[src/rtl/eth_pkg.sv]
// Shared types and constants for the Ethernet transmit framing path.
// Ports: none (package only).
// Holds the framer state encoding, preamble/SFD bytes and CRC-32 constants.
package eth_pkg;

  typedef enum logic [2:0] {
    IDLE,
    PRE,
    SFD,
    DATA,
    PAD,
    FCS,
    IFG,
    DISCARD
  } eth_state_e;

  localparam logic [7:0]  ETH_PREAMBLE = 8'h55;
  localparam logic [7:0]  ETH_SFD      = 8'hD5;
  localparam logic [31:0] CRC32_POLY_R = 32'hEDB88320;
  localparam logic [31:0] CRC32_INIT   = 32'hFFFFFFFF;

endpackage

[src/rtl/eth_crc32_d8.sv]
// Purpose: one-byte step of the reflected Ethernet CRC-32 (LSB-first bit order).
// Latency: purely combinational; no flow control.
// Ports: crc_i current remainder, data_i next byte, crc_o updated remainder.
module eth_crc32_d8
  import eth_pkg::*;
(
  input  logic [31:0] crc_i,
  input  logic [7:0]  data_i,
  output logic [31:0] crc_o
);

  logic [31:0] c;

  always_comb begin
    c = crc_i ^ {24'h000000, data_i};
    for (int i = 0; i < 8; i++) begin
      c = c[0] ? ((c >> 1) ^ CRC32_POLY_R) : (c >> 1);
    end
    crc_o = c;
  end

endmodule

[src/rtl/eth_frame_fcs.sv]
// Purpose: wraps a header+payload byte stream with preamble/SFD, optional zero pad, CRC-32 FCS and IFG.
// Latency: accepted byte appears on m_axis_tdata one cycle later; output has no backpressure.
// Backpressure: s_axis_tready high only while taking frame data or draining an underrun frame.
// Ports: clk/rst (sync, active-high); s_axis_* frame bytes in (tuser with tlast marks bad frame);
//        m_axis_* wire bytes out (tlast on final FCS byte); underrun pulses when input starves mid-frame.
// Build option: define ETH_FCS_PAD_EN to zero-pad short frames to MIN_FRAME bytes before the FCS.
module eth_frame_fcs
  import eth_pkg::*;
#(
  parameter int PREAMBLE_LEN = 7,
`ifdef ETH_FCS_PAD_EN
  parameter int MIN_FRAME    = 60,
`endif
  parameter int IFG_BYTES    = 12
) (
  input  logic       clk,
  input  logic       rst,
  input  logic [7:0] s_axis_tdata,
  input  logic       s_axis_tvalid,
  input  logic       s_axis_tlast,
  input  logic       s_axis_tuser,
  output logic       s_axis_tready,
  output logic [7:0] m_axis_tdata,
  output logic       m_axis_tvalid,
  output logic       m_axis_tlast,
  output logic       underrun
);

  localparam logic [7:0] PRE_LAST = 8'(PREAMBLE_LEN - 1);
  localparam logic [7:0] IFG_LAST = 8'(IFG_BYTES - 1);

  eth_state_e  state_q, state_d;
  logic [7:0]  cnt_q, cnt_d;
  logic [31:0] crc_q, crc_d, crc_nxt, fcs_word;
  logic [7:0]  crc_dat;
  logic        bad_q, bad_d;
  logic        drain_q, drain_d;
  logic [7:0]  m_dat_q, m_dat_d;
  logic        m_vld_q, m_vld_d;
  logic        m_last_q, m_last_d;
  logic        underrun_q, underrun_d;

`ifdef ETH_FCS_PAD_EN
  localparam logic [5:0] MIN_L = 6'(MIN_FRAME);
  logic [5:0] byte_cnt_q, byte_cnt_d, bc_inc;
  assign bc_inc = (byte_cnt_q == MIN_L) ? byte_cnt_q : byte_cnt_q + 6'd1;
`endif

  // The drain flag keeps tready up while the FCS and IFG of an underrun frame go out.
  assign s_axis_tready = (state_q == DATA) || (state_q == DISCARD) || drain_q;

  assign m_axis_tdata  = m_dat_q;
  assign m_axis_tvalid = m_vld_q;
  assign m_axis_tlast  = m_last_q;
  assign underrun      = underrun_q;

  // A bad frame sends the raw remainder, i.e. the bitwise inverse of the good FCS.
  assign fcs_word = bad_q ? crc_q : ~crc_q;
  assign crc_dat  = (state_q == PAD) ? 8'h00 : s_axis_tdata;

  eth_crc32_d8 u_crc (
    .crc_i  (crc_q),
    .data_i (crc_dat),
    .crc_o  (crc_nxt)
  );

  always_comb begin
    state_d    = state_q;
    cnt_d      = cnt_q;
    crc_d      = crc_q;
    bad_d      = bad_q;
    drain_d    = drain_q && !(s_axis_tvalid && s_axis_tlast);
    m_dat_d    = 8'h00;
    m_vld_d    = 1'b0;
    m_last_d   = 1'b0;
    underrun_d = 1'b0;
`ifdef ETH_FCS_PAD_EN
    byte_cnt_d = byte_cnt_q;
`endif
    case (state_q)
      IDLE: begin
        if (s_axis_tvalid) begin
          state_d = PRE;
          cnt_d   = 8'd0;
        end
      end
      PRE: begin
        m_vld_d = 1'b1;
        m_dat_d = ETH_PREAMBLE;
        if (cnt_q == PRE_LAST) begin
          state_d = SFD;
          cnt_d   = 8'd0;
        end else begin
          cnt_d = cnt_q + 8'd1;
        end
      end
      SFD: begin
        m_vld_d = 1'b1;
        m_dat_d = ETH_SFD;
        crc_d   = CRC32_INIT;
        bad_d   = 1'b0;
        state_d = DATA;
`ifdef ETH_FCS_PAD_EN
        byte_cnt_d = 6'd0;
`endif
      end
      DATA: begin
        if (s_axis_tvalid) begin
          m_vld_d = 1'b1;
          m_dat_d = s_axis_tdata;
          crc_d   = crc_nxt;
`ifdef ETH_FCS_PAD_EN
          byte_cnt_d = bc_inc;
`endif
          if (s_axis_tlast) begin
            bad_d = s_axis_tuser;
            cnt_d = 8'd0;
`ifdef ETH_FCS_PAD_EN
            state_d = (bc_inc < MIN_L) ? PAD : FCS;
`else
            state_d = FCS;
`endif
          end
        end else begin
          // Starved: close the frame at once with a poisoned FCS so the wire stream
          // stays gap-free; FCS byte 0 goes out in this slot, the rest of the input frame is drained.
          underrun_d = 1'b1;
          bad_d      = 1'b1;
          drain_d    = 1'b1;
          m_vld_d    = 1'b1;
          m_dat_d    = crc_q[7:0];
          cnt_d      = 8'd1;
          state_d    = FCS;
        end
      end
`ifdef ETH_FCS_PAD_EN
      PAD: begin
        m_vld_d    = 1'b1;
        m_dat_d    = 8'h00;
        crc_d      = crc_nxt;
        byte_cnt_d = bc_inc;
        if (bc_inc == MIN_L) begin
          state_d = FCS;
          cnt_d   = 8'd0;
        end
      end
`endif
      FCS: begin
        m_vld_d = 1'b1;
        m_dat_d = fcs_word[{cnt_q[1:0], 3'b000} +: 8];
        if (cnt_q[1:0] == 2'd3) begin
          m_last_d = 1'b1;
          state_d  = IFG;
          cnt_d    = 8'd0;
        end else begin
          cnt_d = cnt_q + 8'd1;
        end
      end
      IFG: begin
        if (cnt_q == IFG_LAST) begin
          cnt_d = 8'd0;
          // A waiting frame goes straight to preamble so the gap is exactly IFG_BYTES.
          if (drain_q)            state_d = drain_d ? DISCARD : IDLE;
          else if (s_axis_tvalid) state_d = PRE;
          else                    state_d = IDLE;
        end else begin
          cnt_d = cnt_q + 8'd1;
        end
      end
      DISCARD: begin
        if (s_axis_tvalid && s_axis_tlast) state_d = IDLE;
      end
      default: state_d = IDLE;
    endcase
  end

  always_ff @(posedge clk) begin
    if (rst) begin
      state_q    <= IDLE;
      cnt_q      <= 8'd0;
      crc_q      <= CRC32_INIT;
      bad_q      <= 1'b0;
      drain_q    <= 1'b0;
      m_dat_q    <= 8'h00;
      m_vld_q    <= 1'b0;
      m_last_q   <= 1'b0;
      underrun_q <= 1'b0;
`ifdef ETH_FCS_PAD_EN
      byte_cnt_q <= 6'd0;
`endif
    end else begin
      state_q    <= state_d;
      cnt_q      <= cnt_d;
      crc_q      <= crc_d;
      bad_q      <= bad_d;
      drain_q    <= drain_d;
      m_dat_q    <= m_dat_d;
      m_vld_q    <= m_vld_d;
      m_last_q   <= m_last_d;
      underrun_q <= underrun_d;
`ifdef ETH_FCS_PAD_EN
      byte_cnt_q <= byte_cnt_d;
`endif
    end
  end

endmodule

[config.mk]
export PLATFORM = sky130hd
export DESIGN_NAME = eth_frame_fcs
export DESIGN_NICKNAME = d
export VERILOG_FILES = /design/src/rtl/eth_pkg.sv /design/src/rtl/eth_crc32_d8.sv /design/src/rtl/eth_frame_fcs.sv
export SDC_FILE = /design/constraint.sdc
export NUM_CORES = 1
export LEC_CHECK = 0
export ABC_AREA = 1
export CORE_UTILIZATION = 40
export CTS_CLUSTER_SIZE = 20
export DETAILED_ROUTE_END_ITERATION = 10
export PLACE_DENSITY = 0.63
export SETUP_SLACK_MARGIN = 0.3
export SYNTH_ARGS = -nofsm -noshare
export SYNTH_HDL_FRONTEND = slang
export SYNTH_SLANG_ARGS = --single-unit
[constraint.sdc]
create_clock -name clk -period 4.9 [get_ports clk]
set_clock_uncertainty 0.05 [all_clocks]
set_input_delay 0.98 -clock clk [delete_from_list [all_inputs] [get_ports clk]]
set_output_delay 0.98 -clock clk [all_outputs]
set_load 0.1 [all_outputs]
==> results.md, run 1 <==
- Status: finished clean
- Critical path peak fanout: 7
- Post-synth top cells: nand2_1 (162), a21oi_1 (60), dfxtp_1 (56)
- Number of diodes: 0
- Setup_tns: 0 ps
- Post-route ant nets: 0
- IO Pins: 25
- Top layer in use: met4
- Post-detail-place hpwl: 7.75 mm
- Register-to-Register Path Depth: 10
- Post-Synthesis Mean Instance Area: 6.64 um^2
- Setup violations, final: 0
- Setup Buffers After CTS: 0
- Met3 wire len: 825 um
- Core area: 9370 um^2
- Yosys cell types: 42
- Least-Margin Pin Slew: 1050 ps
- Clock Pin Slew Worst Setup and Hold Paths: 100 ps
- Tot GR Track Use: 0.232
- Worst hold path type: flop to flop
- Most used DFF post-synth: dfxtp_1
- Power per Cell Area: 681 nW/um^2
- CTS tree: built
- Data arrival, critical path: 2210 ps
- RSZ-0062 raised after global routing: false
- Max-Cap Viols: 0
- WL met1: 5.18 mm
- Critical Path Source Type: flop
- Crit path kind: flop to output port
- H-Tree Depth: 2
- Nets: 620
- Vias per inst: 5.49
- Starting density of the core: 0.419
- Post-CTS sizing: 0
- Antenna violations before repair: 0
- Fillers: 990
- Port-buffer cells: 24
- Post-route clock period utilization: 0.661
- TritonCTS Buffers: 5
- Hold buffers post-CTS: 0
- Vias: 4,030
- FF-to-FF setup slack: 2040 ps
- Chip Width: 101 um
- Clk sinks: 56
- First-pass GRT wire length: 18.1 mm
- Tot Pwr: 2.95 mW
- Chip height: 101 um
- Mapped Nets: 607
- DR iter-0 viols: 396
- Worst skew pair latency: 320 ps
- Routability Congestion: 0.873
- Yosys top cell by area: dfxtp_1
- Root Driver: clkbuf_8
- Req. time, crit path: 3870 ps
- Top area cells in the synthesized netlist: dfxtp_1 (29%), nand2_1 (16%), a21oi_1 (7.7%)
- Worst hold stages: 2
- Top cell type's share of synthesized area: 0.286
- Number of synthesized flops with an enable pin: 0
- Final wirelength: 11.1 mm
- Leakage: 1.86 nW
- Slew Viols, Final: 0
- Syn Inst Count: 591
- Vias in the first global route: 3,483
- WL per Instance: 15.1 um
- Worst vdd ir: 0.208 mV
- Yosys warns: 0
- WL met2: 4.86 mm
- Post-synth design cell area: 3920 um^2
- TritonRoute pass-1 iters: 5
- Row cnt: 35
- Sequential cell area fraction in the yosys report: 0.286
- Gr ovfl total: 0
- Post-synthesis register bit count: 56
- Final Hold Vio Count: 0
- Largest net degree at the start of global routing: 44
- Final min period: 3240 ps
- CP Capture Type: output port
- Max Fclk: 0.309 GHz
- Layout Area Growth over Synthesis: 10.5%
- Max_slew headroom: 0.298
- Die area: 10,200 um^2
- Count leader, synth: nand2_1
- Ys async rst share: 0
- Share of cells above drive strength 1: 0.0959
- CTS Buffer Depth: 2
- Residual DRC: 0
[flip-flops by register name, summed over array words and instances, names as in the netlist]
register,flops
bad_q,1
cnt_q,8
crc_q,32
drain_q,1
m_axis_tdata,8
m_axis_tlast,1
m_axis_tvalid,1
state_q,3
underrun,1
[cell families (layout without fill, tap and decap cells)]
kind of cell / Yosys count / count (layout) / synth area share
simple gates: 287 / 287 / 0.338
compound gates: 134 / 134 / 0.189
buf+inv: 72 / 86 / 0.0756
flops: 56 / 56 / 0.286
xor+xnor: 39 / 39 / 0.101
fa+ha+maj: 3 / 3 / 0.00957
[worst paths after layout]
check	from	endpoint
worst min register to register	crc_q[23]$_SDFFE_PP1P_	crc_q[23]$_SDFFE_PP1P_
worst max-delay path	state_q[1]$_SDFFE_PP0P_	s_axis_tready
worst max register to register	cnt_q[0]$_SDFFE_PP0P_	state_q[0]$_SDFFE_PP0P_
worst min-delay path	crc_q[23]$_SDFFE_PP1P_	crc_q[23]$_SDFFE_PP1P_
[final cells by class]
cell class                      count  area, um^2  area share
Sequential cell                    56        1120       0.259
Clock buffer                        8        90.1      0.0208
Multi-Input combinational cell    463        2500       0.578
Tap cell                          129         161      0.0372
Timing Repair Buffer               27         263      0.0606
Inverter                           51         194      0.0447
[per-layer routing]
| layer | track usage | vias up |
|---|---|---|
| met5 | 0 | - |
| met4 | 0.0814 | 0 |
| met3 | 0.0340 | 22 |
| met2 | 0.344 | 148 |
| met1 | 0.340 | 1893 |
| li1 | - | 1967 |
[cells in the final DEF (no fill, tap or decap), types with 6 or more instances in the layout]
cell             synthesis  routed
dfxtp_1                 56      56
a21oi_1                 60      60
o21ai_0                 36      36
nor2_1                  38      38
inv_1                   41      41
clkbuf_8                 0       6
nor3_1                   8       8
nand2_1                162     162
o21ai_1                  9       9
clkdlybuf4s50_1          0      24
nand3_1                 36      36
o211ai_1                12      12
nand2_2                 18      18
inv_2                    8       8
xor2_1                  29      29
xnor2_1                  7       7
[report_power, final]
group | switching (mW) | leakage, nW | internal [mW]
registers | 0.169 | 0.459 | 0.588
logic | 1.30 | 1.36 | 0.621
clock network | 0.157 | 0.0455 | 0.116
total | 1.63 | 1.86 | 1.33
[critical path, cell delays in order (launching register included)]
cell and delay (ps):
dfxtp_1 520, nand2_1 160, nand2_1 90, clkdlybuf4s50_1 1120
[through the flow]
stage | utilization | worst slack (ps) | std cells | hold WS, ps | area [um^2]
floorplan | - | 2650 | 591 | 390 | 3920
detailed placement | 0.453 | 1690 | 726 | 411 | 4240
global route | 0.462 | 1580 | 734 | 467 | 4330
global placement | 0.453 | 1710 | 726 | 403 | 4240
CTS | 0.462 | 1650 | 734 | 436 | 4330
finish | 0.462 | 1660 | 734 | 447 | 4330
Note: power is estimated with default switching activity, not from simulation.
==> run 2: changes to the inputs <==
==> constraint.sdc (replaced) <==
create_clock -name clk -period 3 [get_ports clk]
set_clock_uncertainty 0.05 [all_clocks]
set_input_delay 0.6 -clock clk [delete_from_list [all_inputs] [get_ports clk]]
set_output_delay 0.6 -clock clk [all_outputs]
set_load 0.1 [all_outputs]
==> run 2 against run 1 <==
  * Non-clock buffer count rose by 3
  * Sequential share of layout area barely moved
  * Global-route usage rose by 0.21 points
  * Critical path depth rose by 5
  * First-iteration DRC count fell by 14%
  * Via count fell by 2.9%
  * Register-to-register slack got worse by 1300 ps
  * Combinational power rose by 67%
  * Design area barely moved
  * Count of clock-buffer cells in the layout fell by 3
  * Power rose by 64%
  * Core utilization barely moved
==> results.md, run 2 (same netlist as run 1, synthesis figures left out) <==
- Status: finished clean
- Root Driver: clkbuf_8
- Row cnt: 35 (unchanged)
- Final hold slack: 443 ps (-3.84 ps)
- Final wirelength: 11.2 mm (+1.1%)
- Worst vdd ir: 0.354 mV (+70%)
- Buf/Inv on CP: 3 (+2)
- DR iter-0 viols: 339 (-14%)
- CP startpoint: s_axis_tvalid
- Gr ovfl total: 0 (unchanged)
- Setup violations, final: 0 (unchanged)
- Max FFs per register: 32 (unchanged)
- Switching share of total power: 0.556 (+0.00466)
- Critical path peak fanout: 6 (-1)
- Die area: 10,200 um^2 (unchanged)
- Vias per inst: 5.31 (-3.3%)
- FF+latch area: 1120 um^2 (unchanged)
- Max_slew headroom: 0.534 (+0.237)
- Largest net degree at the start of global routing: 40 (-9.1%)
- Antenna violations before repair: 0 (unchanged)
- IO Pins: 25 (unchanged)
- CTS Buffer Depth: 2 (unchanged)
- Post-CTS sizing: 0 (unchanged)
- Chip height: 101 um (unchanged)
- Starting density of the core: 0.419 (unchanged)
- Leakage: 1.91 nW (+2.2%)
- Residual DRC: 0 (unchanged)
- Slowest cell on crit path: clkdlybuf4s50_1
- Tot Pwr: 4.85 mW (+64%)
- Non-filler cells, final: 737 (+0.41%)
- Max-Cap Viols: 0 (unchanged)
- Most frequent cells in the layout: nand2_1 (162), a21oi_1 (60), dfxtp_1 (56)
- First-pass GRT wire length: 18.4 mm (+1.8%)
- Vias in the first global route: 3,490 (+0.20%)
- Clock share of power: 0.095 (+0.003)
- Post-detail-place hpwl: 8.05 mm (+3.9%)
- Req. time, crit path: 3210 ps (-660 ps)
- H-Tree Depth: 2 (unchanged)
- Port-buffer cells: 24 (unchanged)
- Final min period: 2240 ps
- CP top delay family: buffers and inverters
- Min-Delay Startpoint: crc_q[16]$_SDFFE_PP1P_
- Tot GR Track Use: 0.234 (+0.00210)
- Hold buffers post-CTS: 0 (unchanged)
- Post-route ant nets: 0 (unchanged)
- Psw: 2.70 mW (+66%)
- Multi-input logic area: 2500 um^2 (unchanged)
- Worst skew pair latency: 330 ps (about the same)
- Worst hold path type: flop to flop
- CP dominant cell by count: inv_1
- Data arrival, critical path: 2450 ps (+240 ps)
- Chip Width: 101 um (unchanged)
- Post-route clock period utilization: 0.746
- RR Startpoint: state_q[2]$_SDFFE_PP0P_
- Final Hold Vio Count: 0 (unchanged)
- Reg with most FFs: crc_q
- Setup Buffers After CTS: 0 (unchanged)
- Layout Area Growth over Synthesis: 10.4% (about the same)
- CTS tree: built
- Share of cells above drive strength 1: 0.123 (+0.0275)
- Slew Viols, Final: 0 (unchanged)
- Internal: 2.16 mW (+63%)
- Clk sinks: 56 (unchanged)
- Least-Margin Pin Slew: 699 ps (-353 ps)
- TritonRoute pass-1 iters: 5 (unchanged)
- Ordered list of cells on the worst path: clkdlybuf4s50_1 -> inv_1 -> or2_2 -> o21ai_2 -> nor2_1 -> inv_1 -> o21ai_1 -> nor3b_1
- RSZ-0062 raised after global routing: false
- WL per Instance: 15.2 um (+0.70%)
- Sequential power share: 0.244 (-0.013)
- Critical Path Source Type: primary input
- Post-placement cell count: 729 (+0.41%)
- Comb pwr share: 0.661 (+0.010)
- TritonCTS Buffers: 5 (unchanged)
- Routability Congestion: 0.901 (+3.1%)
- Vias: 3,913 (-2.9%)
- Fillers: 981 (-0.91%)
- Crit-path max cell delay: 590 ps (-530 ps)
- Power per Cell Area: 1120 nW/um^2 (+64%)
- Number of diodes: 0 (unchanged)
- Core area: 9370 um^2 (unchanged)
- Setup_tns: 0 ps (unchanged)
- Crit path kind: primary input to flop
- Most common cell after layout, fill and taps aside: nand2_1
- Clock Pin Slew Worst Setup and Hold Paths: 120 ps (+20 ps)
- Nets: 623 (+0.48%)
- Max Fclk: 0.447 GHz
- CP Capture Type: flop
[run 2: changes by cell type in the layout (fill, tap and decap cells not counted), sizes merged]
cell	change
buf	+15
clkdlybuf4s50	-12
clkbuf	-3
inv	+2
clkinv	+1
[run 2: worst min-delay path, stage by stage, from the launching register on]
cell     delay [ps]
dfxtp_1         350
a21oi_1          70
nand2_1          60
[run 2: metrics by stage]
stage	setup slack, ps	cell area (um^2)	util
finish	761	4330	0.462
global route	558	4330	0.462
CTS	760	4330	0.462
detailed placement	423	4240	0.452
global placement	450	4240	0.452
floorplan	1130	3920	-
[run 2: cell type report]
| class | count | area share |
|---|---|---|
| clock buffer | 5 | 0.0159 |
| multi-input combinational | 463 | 0.578 |
| tap | 129 | 0.0373 |
| clock inverter | 3 | 0.00607 |
| sequential | 56 | 0.259 |
| timing repair buffer | 30 | 0.0589 |
| inverter | 51 | 0.0448 |
[run 2: path summary, 6_finish.rpt]
check                                end  slack [ps]  cells past startpoint
setup / recovery   cnt_q[7]$_SDFFE_PP0P_         760                      8
hold / removal    crc_q[16]$_SDFFE_PP1P_         440                      2
setup reg to reg  crc_q[20]$_SDFFE_PP1P_         770                     13
hold reg to reg   crc_q[16]$_SDFFE_PP1P_         440                      2
[run 2: metal layers]
layer	up-vias	wire length (um)	global-route usage
li1	1967	-	-
met1	1808	5420	0.346
met2	129	4950	0.362
met3	9	723	0.0215
met4	0	116	0.0613
met5	-	0	0
[run 2: power groups by stage]
stage	Sequential (mW)	Clock, mW	Combinational, mW
finish	1.19	0.462	3.21
global route	1.22	0.501	3.54
CTS	1.18	0.470	3.18
detailed placement	1.20	0	3.16
global placement	1.20	0	3.14
floorplan	1.36	0	2.31
